## src/rtl/game_flow_ctrl.sv

```systemverilog
// SkyHop game sequencer: start/play/fail/end flow, overlay enables,
// free-running one-second tick and 3-digit BCD score.
module game_flow_ctrl #(
  parameter int unsigned CLK_FREQ    = 65_000_000,
  parameter int unsigned FAIL_HOLD_S = 2,
  parameter int unsigned END_LOCK_S  = 1
) (
  input  logic        clk,
  input  logic        rst,
  input  logic        space_pulse,
  input  logic        jump_ok,
  input  logic        jump_fail,
  output logic        start_en,
  output logic        game_en,
  output logic        end_en,
  output logic        fail_flag,
  output logic        game_rst,
  output logic        one_sec_tick,
  output logic [11:0] score
);

  localparam int unsigned CW   = (CLK_FREQ > 1) ? $clog2(CLK_FREQ) : 1;
  localparam int unsigned SMAX = (FAIL_HOLD_S > END_LOCK_S) ? FAIL_HOLD_S : END_LOCK_S;
  localparam int unsigned SW   = (SMAX > 1) ? $clog2(SMAX + 1) : 1;

  localparam logic [CW-1:0] TICK_LAST = CW'(CLK_FREQ - 1);
  localparam logic [SW-1:0] HOLD_N    = SW'(FAIL_HOLD_S);
  localparam logic [SW-1:0] LOCK_N    = SW'(END_LOCK_S);

  typedef enum logic [1:0] {
    ST_START,
    ST_PLAY,
    ST_FAIL,
    ST_END
  } state_t;

  state_t        state;
  logic [CW-1:0] tick_cnt;
  logic [CW-1:0] tick_nxt;
  logic [SW-1:0] sec_cnt;

  function automatic logic [11:0] bcd_inc(input logic [11:0] v);
    logic [3:0] h, t, o;
    {h, t, o} = v;
    if (o != 4'd9) begin
      o = o + 4'd1;
    end else begin
      o = '0;
      if (t != 4'd9) begin
        t = t + 4'd1;
      end else begin
        t = '0;
        h = h + 4'd1;
      end
    end
    return {h, t, o};
  endfunction

  always_comb begin
    tick_nxt = (tick_cnt == TICK_LAST) ? '0 : tick_cnt + 1'b1;
  end

  // The tick is registered from the next count so it is high exactly
  // while the counter sits at its last value.
  always_ff @(posedge clk) begin
    if (rst) begin
      tick_cnt     <= '0;
      one_sec_tick <= 1'b0;
    end else begin
      tick_cnt     <= tick_nxt;
      one_sec_tick <= (tick_nxt == TICK_LAST);
    end
  end

  always_ff @(posedge clk) begin
    if (rst) begin
      state     <= ST_START;
      start_en  <= 1'b1;
      game_en   <= 1'b0;
      end_en    <= 1'b0;
      fail_flag <= 1'b0;
      game_rst  <= 1'b0;
      score     <= '0;
      sec_cnt   <= '0;
    end else begin
      game_rst <= 1'b0;
      unique case (state)
        ST_START: begin
          if (space_pulse) begin
            state     <= ST_PLAY;
            start_en  <= 1'b0;
            game_en   <= 1'b1;
            game_rst  <= 1'b1;
            score     <= '0;
            fail_flag <= 1'b0;
          end
        end
        ST_PLAY: begin
          // A fail in the same cycle as a landing wins; the landing is dropped.
          if (jump_fail) begin
            state     <= ST_FAIL;
            game_en   <= 1'b0;
            fail_flag <= 1'b1;
            sec_cnt   <= '0;
          end else if (jump_ok && score != 12'h999) begin
            score <= bcd_inc(score);
          end
        end
        ST_FAIL: begin
          if (sec_cnt >= HOLD_N) begin
            state   <= ST_END;
            end_en  <= 1'b1;
            sec_cnt <= '0;
          end else if (one_sec_tick) begin
            sec_cnt <= sec_cnt + 1'b1;
          end
        end
        ST_END: begin
          if (space_pulse && sec_cnt >= LOCK_N) begin
            state     <= ST_PLAY;
            end_en    <= 1'b0;
            game_en   <= 1'b1;
            game_rst  <= 1'b1;
            score     <= '0;
            fail_flag <= 1'b0;
          end else if (one_sec_tick && sec_cnt < LOCK_N) begin
            sec_cnt <= sec_cnt + 1'b1;
          end
        end
        default: begin
          state <= ST_START;
        end
      endcase
    end
  end

endmodule

```

## config.mk

```make
export PLATFORM = sky130hd
export DESIGN_NAME = game_flow_ctrl
export DESIGN_NICKNAME = d
export VERILOG_FILES = /design/src/rtl/game_flow_ctrl.sv
export SDC_FILE = /design/constraint.sdc
export NUM_CORES = 1
export LEC_CHECK = 0
export BUFFER_PORTS_ARGS = -buffer_cell sky130_fd_sc_hd__buf_2
export CORE_ASPECT_RATIO = 0.8
export CORE_MARGIN = 2
export CORE_UTILIZATION = 55
export DETAILED_ROUTE_END_ITERATION = 10
export PLACE_DENSITY = 0.76
export SYNTH_ARGS = -nofsm -noshare
export SYNTH_HDL_FRONTEND = slang
export SYNTH_SLANG_ARGS = --single-unit
```

## constraint.sdc

```tcl
create_clock -name clk -period 3.21 [get_ports clk]
set_clock_uncertainty 0.2 [all_clocks]
set_input_delay 0 -clock clk [delete_from_list [all_inputs] [get_ports clk]]
set_output_delay 0 -clock clk [all_outputs]
set_load 0.005 [all_outputs]
```

# Yosys cells after proc, flatten, opt, wreduce, memory -nomap -nowiden
# Cells that the tools add are included.
# classes
add_sub_neg	5
magnitude_cmp	3
eq_ne	19
mux	35
reduce_logical	15
# ops
operator	count
$eq 26x26->1 const B	2
$mux 12	4
$pmux 12 s3	1
$add 26x1->26 const B	1
$mux 26	1
$mux 4	5
$ne 2x2->1 const B	10
$mux 2	9
$add 4x1->4 const B	3
$ne 12x12->1 const B	1
$reduce_and 5->1	2
$mux 1	9
$ne 4x4->1 const B	2
$pmux 2 s4	1
$reduce_and 4->1	2
$reduce_and 7->1	1
$pmux 1 s3	2
$pmux 2 s3	1
$reduce_and 6->1	1
$reduce_bool 3->1	2
$eq 2x2->1 const B	2
$pmux 1 s2	2
$logic_and 1x1->1	3
$ne 3x3->1 const B	1
9 further kinds	9
# word_totals
regBits	48
out_inout_bits	18
elab_cells	89

# Logic depth before layout (Yosys ltp)
# depth
depth_word	6
ltp_mapped	9

# Worst setup path after synthesis
# OpenSTA, ideal clock, no wires.
# synth_timing
path_type	flip-flop to flip-flop
startpoint	register tick_cnt[0]
endpoint	register one_sec_tick
arrival_ps	2079
t_required_ps	2931
slack_ps	852
stages_incl_launch_ff	10
period_less_slack_ps	2358
path_cell_list	dfxtp_1 > ha_1 > and3_1 > buf_2 > and4_1 > buf_4 > nand4_1 > xor2_1 > or4b_1 > a211oi_2
# synth_via
elab_chain_cells	3
word_cells_on_any_way	4
# synth_rtl
element	line_no	rtl
from (decl)	38	logic [CW-1:0] tick_cnt;
from (signal assigned)	70	tick_cnt <= tick_nxt;
$add 26x1->26 or $eq 26x26->1 (tied branches)	60	tick_nxt = (tick_cnt == TICK_LAST) ? '0 : tick_cnt + 1'b1;
$mux 26 (*)	60	
$eq 26x26->1 (*)	71	one_sec_tick <= (tick_nxt == TICK_LAST);
to (signal assigned)	71	
to (decl)	18	output logic one_sec_tick,
# Mark *: on every way between the ends. The rest lies on a longest branch, timed or not.
# A chain may end at the register's enable or synchronous reset.

# Worst setup path in the final report
# Ends and elaborated chain as after synthesis.

==> impl_metrics.env <==
export IMPL_cts_root_buf="clkbuf_8"
export IMPL_ctsLongestPathBuffers=2
export IMPL_cts_resized=0
export IMPL_core_area_um2=4280
export IMPL_io_buffer_count=22
export IMPL_critical_path_endpoint_type="flip-flop"
export IMPL_rows=21
export IMPL_synth_seq_cells=48
export IMPL_nNetsFinal=332
export IMPL_grt_remaining_overflow=0
export IMPL_cts_htree_levels=2
export IMPL_p_leak_uw=0.00112
export IMPL_grt_use_met1_pct=31.6
export IMPL_die_w_um=79.3
export IMPL_antenna_found_initial=0
export IMPL_hpwl_um=3690
export IMPL_num_vias=2037
export IMPL_cts_tree="built"
export IMPL_ys_types=41
export IMPL_min_from="jump_ok"
export IMPL_critPathCapture="one_sec_tick$_SDFF_PP0_"
export IMPL_final_cells=368
export IMPL_ys_seq_area_share_pct=38.5
export IMPL_fillCellCount=371
export IMPL_min_period_ns=2.58
export IMPL_finalSetupTns_ns=0
export IMPL_drc=0
export IMPL_grt_most_used_layer="met2"
export IMPL_status="finished clean"
export IMPL_yosys_warnings=0
export IMPL_post_route_period_util_pct=80.2
export IMPL_cts_buffers=5
export IMPL_hold_class="primary input to flip-flop"
export IMPL_hold_viol=0
export IMPL_mostFrequentLayoutCell="dfxtp_1"
export IMPL_setup_viol=0
export IMPL_drtPass1Iterations=4
export IMPL_cts_sinks=48
export IMPL_gp_congestion=0.862
export IMPL_layout_common_cells="dfxtp_1 (48), nor2_1 (45), xor2_1 (22), buf_2 (22)"
export IMPL_routed_wl_um=5030
export IMPL_reg2reg_depth=7
export IMPL_wl_per_cell_um=13.7
export IMPL_clock_fmax_mhz=388
export IMPL_grt_pass1_wl_um=8670
export IMPL_clkLatencyLatePin_ns=0.32
export IMPL_cp_required_ns=3.26
export IMPL_reg2reg_slack_ns=0.63
export IMPL_crit_fanout=7
export IMPL_syn2layout_area_growth_pct=10.8
export IMPL_arrival_ns=2.62
export IMPL_vdd_ir_drop_max_v=0.000301
export IMPL_synth_fp_nets=310
export IMPL_startpoint_type="flip-flop"
export IMPL_timing_rr_end="one_sec_tick$_SDFF_PP0_"
export IMPL_drv_slew=0
export IMPL_rsz0062_at_grt="false"
export IMPL_syn_avg_cell_area_um2=8.67
export IMPL_worst_pin_slew_ns=0.625
export IMPL_gr_usage_met3_pct=4.66
export IMPL_track_usage_pct=21.9
export IMPL_multi_input_area_um2=1440
export IMPL_met2_usage_pct=31.7
export IMPL_netlist_area_um2=2500
export IMPL_grt_max_degree=23
export IMPL_slew_headroom_pct=58.3
export IMPL_critPathKind="flip-flop to flip-flop"
export IMPL_critPathLaunch="tick_cnt[0]$_SDFF_PP0_"
export IMPL_max_cap_violations=0
export IMPL_power_density_nw_per_um2=587
export IMPL_avgViaCountPerCell=5.54
export IMPL_start_util_pct=58.3
export IMPL_num_io_pins=23
export IMPL_dieArea_um2=5100
export IMPL_reg2reg_from="tick_cnt[0]$_SDFF_PP0_"
export IMPL_seqCellArea_um2=961
export IMPL_drt_iter0_drc=96
export IMPL_syn_inst=288
export IMPL_dp_cells=356
export IMPL_die_h_um=64.3
export IMPL_diodes=0
export IMPL_clkTransAtPathRegs_ns=0.09
export IMPL_drive_above_1_share_pct=11.6
export IMPL_antenna_left=0
export IMPL_grt_pass1_vias=1924
-- layer usage --
layer / wire, um / share of wire, %
met1: 2660 / 53
met2: 2040 / 40
met3: 264 / 5.2
met4: 65 / 1.3
met5: 0 / 0
-- cell families (layout without fill, tap and decap cells) --
| group | count (synthesis) | count (layout) | synth area share, % |
|---|---|---|---|
| xor+xnor | 34 | 34 | 11.9 |
| flops | 48 | 48 | 38.5 |
| compound gates | 33 | 33 | 8.92 |
| simple gates | 128 | 128 | 26.7 |
| mux | 3 | 3 | 1.25 |
| fa+ha+maj | 17 | 17 | 8.52 |
| buf+inv | 25 | 48 | 4.26 |
-- area by class of cell --
type	instances	area share (%)
clock buffers	6	2.99
flip-flops and latches	48	34.7
repair buffers	27	5.70
inverters	13	1.76
well taps	57	2.58
clock inverters	2	0.362
multi-input cells	215	51.9
-- worst min-delay path by stage --
stage                                   endpoint  cells past startpoint
after floorplan           fail_flag$_SDFFE_PP0P_                      2
after global placement    fail_flag$_SDFFE_PP0P_                      3
after detailed placement  fail_flag$_SDFFE_PP0P_                      3
after CTS                  score[1]$_SDFFE_PP0P_                      6
after global routing       score[1]$_SDFFE_PP0P_                      6
final                      score[1]$_SDFFE_PP0P_                      6
-- per-stage QoR --
step	worst slack, ns	hold slack [ns]	total power, uW	utilization, %	cell area [um^2]
final	0.634	0.162	1620	64.6	2770
after global routing	0.472	0.246	1740	64.6	2770
after CTS	0.638	0.156	1630	64.6	2770
after detailed placement	0.652	0.108	1250	61.5	2630
after global placement	0.748	0.0949	1230	61.5	2630
after floorplan	0.852	-0.0605	1100	-	2500
-- synthesized netlist by cell type --
| cell | number | area share [%] |
|---|---|---|
| nor2b_1 | 4 | 1.0 |
| nor2_1 | 45 | 6.8 |
| and4_1 | 6 | 2.1 |
| a211oi_1 | 6 | 1.8 |
| a211oi_2 | 1 | 0.50 |
| o211ai_1 | 2 | 0.60 |
| a221oi_1 | 2 | 0.70 |
| a211o_1 | 1 | 0.35 |
| and3_1 | 6 | 1.5 |
| nand3b_1 | 3 | 0.90 |
| nor4b_1 | 3 | 1.1 |
| nand2b_1 | 1 | 0.25 |
| and3b_1 | 3 | 1.1 |
| inv_1 | 13 | 2.0 |
| nor3_1 | 7 | 1.4 |
| or4b_1 | 1 | 0.40 |
| o2bb2ai_1 | 1 | 0.35 |
| o32ai_1 | 1 | 0.35 |
| a21oi_1 | 9 | 1.8 |
| clkbuf_1 | 6 | 0.90 |
| a2bb2oi_1 | 1 | 0.35 |
| mux2_2 | 1 | 0.45 |
| o31ai_1 | 2 | 0.60 |
| buf_2 | 3 | 0.60 |
| nor4_1 | 2 | 0.50 |
| nand4_1 | 12 | 3.0 |
| ha_1 | 17 | 8.5 |
| nand4b_1 | 1 | 0.35 |
| nand3_1 | 14 | 2.8 |
| or2_2 | 1 | 0.25 |
| o21ai_0 | 6 | 1.2 |
| xor2_1 | 22 | 7.7 |
| nor4bb_1 | 1 | 0.40 |
| clkbuf_2 | 1 | 0.20 |
| dfxtp_1 | 48 | 38 |
| buf_4 | 2 | 0.60 |
| nand2_1 | 17 | 2.6 |
| or3b_2 | 1 | 0.35 |
| xnor2_1 | 12 | 4.2 |
| mux2i_1 | 2 | 0.80 |
| a22oi_1 | 1 | 0.30 |
-- power by group --
part / leakage (uW) / total, uW / switching, uW / internal, uW
clock network: 0.0000510 / 379 / 207 / 172
registers: 0.000390 / 725 / 64.7 / 661
logic: 0.000678 / 521 / 302 / 218
total: 0.00112 / 1620 / 574 / 1050
-- state kept, by name (all words and copies together) (netlist names) --
| name | count |
|---|---|
| one_sec_tick | 1 |
| game_rst | 1 |
| start_en | 1 |
| score | 12 |
| tick_cnt | 26 |
| state | 2 |
| end_en | 1 |
| game_en | 1 |
| sec_cnt | 2 |
| fail_flag | 1 |
-- critical path, cell delays in order (launching register included) --
cell	delay, ns
dfxtp_1	0.41
ha_1	0.20
and3_1	0.29
and4_1	0.38
nand4_1	0.15
xor2_1	0.17
or4b_1	0.52
a211oi_2	0.20
-- what timing repair did --
| item | 4_1_cts | 5_1_grt |
|---|---|---|
| setup buffers | 0 | 0 |
| endpoints found under the hold margin | 17 | 0 |
| hold buffers | 4 | 0 |
(Power assumes the default switching activity.)
